[src/rtl/vram_arbiter.sv]
// ----------------------------------------------------------------------------
// vram_arbiter
//
// Shares the single-port 4K x 16 synchronous text-mode VRAM between the CRTC
// character fetch and the v65C02 CPU bus. A CRTC character strobe (with the
// display active) always wins the RAM port for that cycle. CPU accesses run
// through a small IDLE/ISSUE/DATA/ACK FSM and take the port in any cycle the
// video side leaves free.
//
// Ports
//   clk_i, rst_i         clock, synchronous active-high reset
//   col_stb_i            CRTC character strobe (never in back-to-back cycles)
//   col_i, line_i        CRTC column 0..79 and scan line 0..479
//   video_on_i           CRTC active-display flag; gates the fetch
//   cpu_req_i/we_i       CPU request (held until ack), write select
//   cpu_addr_i/dat_i     CPU word address and write data
//   cpu_dat_o/ack_o      CPU read data and single-cycle completion pulse
//   vid_dat_o/stb_o      fetched character/attribute word and its strobe
//   ram_addr_o/we_o/dat_o registered VRAM address, write enable, write data
//   ram_dat_i            VRAM read data, one cycle after address capture
//
// Pipeline, for an access decided in cycle N:
//   N+1  ram_addr_o/ram_we_o driven     (vld_pipe[1])
//   N+2  ram_dat_i valid                (vld_pipe[2])
//   N+3  vid_stb_o or cpu_ack_o / cpu_dat_o
// ----------------------------------------------------------------------------
module vram_arbiter (
   input  logic        clk_i,
   input  logic        rst_i,
   input  logic        col_stb_i,
   input  logic [6:0]  col_i,
   input  logic [8:0]  line_i,
   input  logic        video_on_i,
   input  logic        cpu_req_i,
   input  logic        cpu_we_i,
   input  logic [11:0] cpu_addr_i,
   input  logic [15:0] cpu_dat_i,
   output logic [15:0] cpu_dat_o,
   output logic        cpu_ack_o,
   output logic [15:0] vid_dat_o,
   output logic        vid_stb_o,
   output logic [11:0] ram_addr_o,
   output logic        ram_we_o,
   output logic [15:0] ram_dat_o,
   input  logic [15:0] ram_dat_i
);

   typedef enum logic [1:0] {
      S_IDLE  = 2'd0,
      S_ISSUE = 2'd1,
      S_DATA  = 2'd2,
      S_ACK   = 2'd3
   } state_t;

   state_t state_q, state_d;

   // ------------------------------------------------------------------------
   // Character-cell address: row*80 + col, with row*80 built as
   // row*64 + row*16 so no multiplier is needed. Max 2399, fits 12 bits.
   // ------------------------------------------------------------------------
   logic [4:0]  row;
   logic [11:0] vid_addr;

   assign row      = line_i[8:4];
   assign vid_addr = {1'b0, row, 6'b0} + {3'b0, row, 4'b0} + {5'b0, col_i};

   // ------------------------------------------------------------------------
   // Arbitration for this cycle. Video has absolute priority; the CPU only
   // launches from IDLE, so a deferred request simply stays pending in IDLE
   // and goes out the next cycle (strobe spacing guarantees that slot).
   // ------------------------------------------------------------------------
   logic vid_go;
   logic cpu_go;
   logic rd_issue;

   assign vid_go   = col_stb_i & video_on_i;
   assign cpu_go   = ~vid_go & (state_q == S_IDLE) & cpu_req_i;
   assign rd_issue = vid_go | (cpu_go & ~cpu_we_i);

   // ------------------------------------------------------------------------
   // CPU FSM
   // ------------------------------------------------------------------------
   always_ff @(posedge clk_i) begin
      if (rst_i) state_q <= S_IDLE;
      else       state_q <= state_d;
   end

   always_comb begin
      state_d = state_q;
      unique case (state_q)
         S_IDLE:  if (cpu_go) state_d = S_ISSUE;
         S_ISSUE: state_d = S_DATA;
         S_DATA:  state_d = S_ACK;
         S_ACK:   state_d = S_IDLE;
         default: state_d = S_IDLE;
      endcase
   end

   // The ack pulse is exactly the ACK state, so it is a register output and
   // vanishes with the FSM on reset.
   assign cpu_ack_o = (state_q == S_ACK);

   // ------------------------------------------------------------------------
   // Read-return pipeline. vld_pipe marks an outstanding read, tag_pipe
   // says who owns it (1 = video, 0 = CPU). Writes never enter the
   // pipeline: they have no data to return, and the CPU write ack comes
   // from the FSM alone.
   // ------------------------------------------------------------------------
   logic [2:1] vld_pipe;
   logic [2:1] tag_pipe;

   always_ff @(posedge clk_i) begin
      if (rst_i) begin
         vld_pipe <= '0;
         tag_pipe <= '0;
      end else begin
         vld_pipe <= {vld_pipe[1], rd_issue};
         tag_pipe <= {tag_pipe[1], vid_go};
      end
   end

   // ------------------------------------------------------------------------
   // RAM port registers. Address only moves when an access is launched;
   // write enable is a one-cycle pulse aligned with the ISSUE state.
   // ------------------------------------------------------------------------
   always_ff @(posedge clk_i) begin
      if (rst_i) begin
         ram_addr_o <= '0;
         ram_we_o   <= 1'b0;
         ram_dat_o  <= '0;
      end else begin
         ram_we_o <= cpu_go & cpu_we_i;
         if (vid_go)      ram_addr_o <= vid_addr;
         else if (cpu_go) ram_addr_o <= cpu_addr_i;
         if (cpu_go & cpu_we_i) ram_dat_o <= cpu_dat_i;
      end
   end

   // ------------------------------------------------------------------------
   // Return-data routing. cpu_dat_o only loads on CPU reads, so a write ack
   // leaves the last read value in place.
   // ------------------------------------------------------------------------
   logic vid_ret;
   logic cpu_ret;

   assign vid_ret = vld_pipe[2] &  tag_pipe[2];
   assign cpu_ret = vld_pipe[2] & ~tag_pipe[2];

   always_ff @(posedge clk_i) begin
      if (rst_i) begin
         vid_stb_o <= 1'b0;
         vid_dat_o <= '0;
         cpu_dat_o <= '0;
      end else begin
         vid_stb_o <= vid_ret;
         if (vid_ret) vid_dat_o <= ram_dat_i;
         if (cpu_ret) cpu_dat_o <= ram_dat_i;
      end
   end

endmodule
[config.mk]
export PLATFORM = sky130hd
export DESIGN_NAME = vram_arbiter
export DESIGN_NICKNAME = d
export VERILOG_FILES = /design/src/rtl/vram_arbiter.sv
export SDC_FILE = /design/constraint.sdc
export NUM_CORES = 1
export LEC_CHECK = 0
export BUFFER_PORTS_ARGS = -buffer_cell sky130_fd_sc_hd__buf_4
export CAP_MARGIN = 20
export CORE_MARGIN = 3
export CORE_UTILIZATION = 44
export CTS_BUF_LIST = sky130_fd_sc_hd__clkbuf_4 sky130_fd_sc_hd__clkbuf_8
export DETAILED_ROUTE_END_ITERATION = 10
export PLACE_DENSITY = 0.79
export SLEW_MARGIN = 20
export SYNTH_ARGS = -nofsm -noshare
export SYNTH_HDL_FRONTEND = slang
export SYNTH_SLANG_ARGS = --single-unit
[constraint.sdc]
create_clock -name clk_i -period 1.8 [get_ports clk_i]
set_input_delay 0.09 -clock clk_i [delete_from_list [all_inputs] [get_ports clk_i]]
set_output_delay 0.09 -clock clk_i [all_outputs]
set_load 0.01 [all_outputs]
==> impl_metrics.py <==
metrics = {
    "outcome": {
        "status": "complete, no violations",
    },
    "placement": {
        "dp_hpwl_um": 5376,
        "place_ws_ns": -0.2344,
        "placed_area_mm2": 0.003855,
        "port_buffers": 124,
        "place.gp.congestion": 0.8539,
    },
    "critical_path": {
        "r2r_slack_ns": 0.21,
        "worstRegToRegCells": 8,
        "cp.required_ns": 2.02,
        "r2r_end": "ram_dat_o[2]",
        "startpoint": "col_i[6]",
        "critPathSlowestCell": "fa_1",
        "cp_cell_sequence": "buf_4, inv_1, fa_1, inv_1, fa_2, a21o_1, a21oi_2, nor2_1, a2111oi_1",
        "slowest_delay_ns": 0.53,
        "crit_fanout": 2,
        "r2r-start": "state_q[0]",
        "cp-end-kind": "register",
        "arrival_ns": 1.88,
        "criticalPathCategory": "primary input to register",
        "start_kind": "primary input",
        "path_common_cell": "inv_1",
        "crit_path_end": "ram_addr_o[9]",
    },
    "yosys": {
        "yosysWarnings": 0,
        "syn-instance-count": 345,
        "syn_nets": 426,
        "async_flop_share_pct": 0,
        "synth_ff_type": "dfxtp_1",
        "ys_seq_elements": 68,
        "synthTopCellsByArea": "dfxtp_1 48%, nand2_1 15%, a21oi_1 9.0%, ha_1 5.7%, nor2_1 2.5%",
        "synth_cell_type_count": 37,
        "synthTopCellsByCount": "111 x nand2_1, 68 x dfxtp_1, 51 x a21oi_1",
        "synth_top_area_share_pct": 47.99,
        "yosysTopAreaCell": "dfxtp_1",
        "synth.most_common_cell": "nand2_1",
        "syn-cell-area_mm2": 0.002836,
        "seq_area_frac_synth_pct": 47.99,
        "avgSynthCellArea_um2": 8.222,
        "synth_edf_count": 0,
    },
    "global_route": {
        "grt_pass1_wl_um": 12590,
        "antenna_found_initial": 0,
        "grt_overflow_total": 0,
        "grt_pass1_vias": 2710,
        "grt_max_degree": 73,
        "grt_usage_pct": 21.15,
    },
    "die": {
        "dieArea_mm2": 0.007446,
        "start_util_pct": 46.53,
        "rows": 28,
        "die_y_um": 86.29,
        "core_mm2": 0.006096,
        "pin_count": 129,
        "die_w_um": 86.29,
    },
    "sta": {
        "rsz0062_at_grt": "false",
        "hold_violations": 0,
        "fin_crit_ns": 1.658,
        "skew_ns": 0.006628,
        "finalMaxSlewViolations": 0,
        "tightest_slew_ns": 0.7333,
        "maxSlewHeadroom_pct": 51.12,
        "finalSetupTns_ns": 0,
        "fin_crit_sh_pct": 92.10,
        "setup_slack_ns": 0.1421,
        "max_freq_mhz": 603.2,
        "setup_viol": 0,
    },
    "final_layout": {
        "design_area_mm2": 0.004382,
        "diodes": 0,
        "final_core_util_pct": 71.88,
        "drive_above_1_share_pct": 32.08,
        "syn2layout_area_growth_pct": 54.48,
        "nets": 581,
    },
    "clocking": {
        "clk_pin_slew_ns": 0.07,
        "clockRootBuffer": "clkbuf_8",
        "htree_levels": 3,
        "cts_tree": "done",
        "cts_made_buffers": 9,
        "clk_latency_ns": 0.34,
        "clock_path_buffers": 2,
        "cts.sinks": 68,
    },
    "detailed_routing": {
        "vias": 2875,
        "drt-initial-drc-count": 116,
        "drt-total-wl_um": 7835,
        "dr.pass1.iters": 4,
        "postRouteAntennaNets": 0,
        "drc": 0,
        "vias_per_cell": 4.957,
        "routedWlPerCell_um": 13.51,
    },
    "power_and_ir_drop": {
        "ir_drop_v": 0.0006644,
        "p_leak_uw": 0.001949,
        "power.density_mw_per_mm2": 966.5,
    },
    "job": {
        "cap_violations": 0,
    },
    "min_path": {
        "hold_path_class": "primary input to register",
    },
}
## worst min path at each step
stage | from | to | slack (ns) | depth (start not counted)
floorplan | ram_dat_i[0] | cpu_dat_o[0] | 0.23 | 2
global placement | cpu_dat_i[8] | ram_dat_o[8] | 0.34 | 3
detailed placement | cpu_dat_i[3] | ram_dat_o[3] | 0.35 | 3
CTS | ram_dat_i[3] | vid_dat_o[3] | 0.001 | 3
global route | ram_dat_i[3] | cpu_dat_o[3] | 0.01 | 3
finish | ram_dat_i[3] | vid_dat_o[3] | 0.008 | 3
## sequential cells by signal, summed over array words and instances (netlist names)
| signal | flops |
|---|---|
| cpu_dat_o | 16 |
| ram_addr_o | 12 |
| ram_dat_o | 16 |
| ram_we_o | 1 |
| state_q | 2 |
| tag_pipe | 2 |
| vid_dat_o | 16 |
| vid_stb_o | 1 |
| vld_pipe | 2 |
## logic make-up after synthesis
family	share of synthesized area (%)
flops	47.99
simple gates	22.98
mux	1.853
buf+inv	5.117
fa+ha+maj	7.146
compound gates	14.60
xor+xnor	0.3088
## power breakdown
part | switching, µW | internal, µW
Combinational | 549 | 550
Clock | 575 | 847
Sequential | 78.4 | 1640
Total | 1200 | 3030
## layout by cell type (no fill, tap or decap), types with 2 or more instances in the layout
| cell | instances |
|---|---|
| ha_1 | 13 |
| and3_1 | 2 |
| clkbuf_8 | 10 |
| nand2_1 | 111 |
| nor2_1 | 19 |
| a21oi_1 | 50 |
| a21oi_2 | 3 |
| dfxtp_1 | 68 |
| clkbuf_4 | 2 |
| mux2_2 | 2 |
| buf_4 | 137 |
| bufinv_16 | 2 |
| nand3_1 | 10 |
| nor2b_1 | 3 |
| a311oi_1 | 8 |
| mux2i_1 | 3 |
| inv_1 | 8 |
| a21o_1 | 3 |
| dlygate4sd3_1 | 30 |
## metal layers
layer	part of all wire, %	GRT usage [%]	vias to the layer above	wire, µm
met2	49	36.23	111	3851
met1	41	25.49	1296	3245
met4	1.5	8.782	0	121
met5	0	0	-	0
met3	7.9	4.943	10	616
li1	-	-	1458	-
## stage by stage
step / cells / total power [µW] / hold WS [ns]
detailed placement: 534 / 2794 / 0.3495
CTS: 580 / 4261 / 0.001189
finish: 580 / 4235 / 0.007781
floorplan: 345 / 2338 / 0.2260
global placement: 534 / 2756 / 0.3361
global route: 580 / 4460 / 0.01438
## what timing repair did
item,in CTS,in global routing
setup endpoints to repair,0,1
gates resized for setup,0,1
endpoints found under the hold margin,38,0
buffers inserted,0,0
hold buffers,30,0
## cell type report
cell class	count	area, µm²
Fill cell	482	1714
Sequential cell	68	1361
Multi-Input combinational cell	246	1343
Timing Repair Buffer	167	1329
Clock buffer	12	152.6
Tap cell	75	93.84
Clock inverter	4	72.57
Inverter	8	30.03
## worst max-delay path, delay by kind of cell
family / cells / cell delay [ns]
AOI/OAI and AO/OA: 3 / 0.60
adders and majority gates: 2 / 0.92
and+or+nand+nor: 1 / 0.06
buffers and inverters: 3 / 0.20
Note: power is estimated with default switching activity, not from simulation.
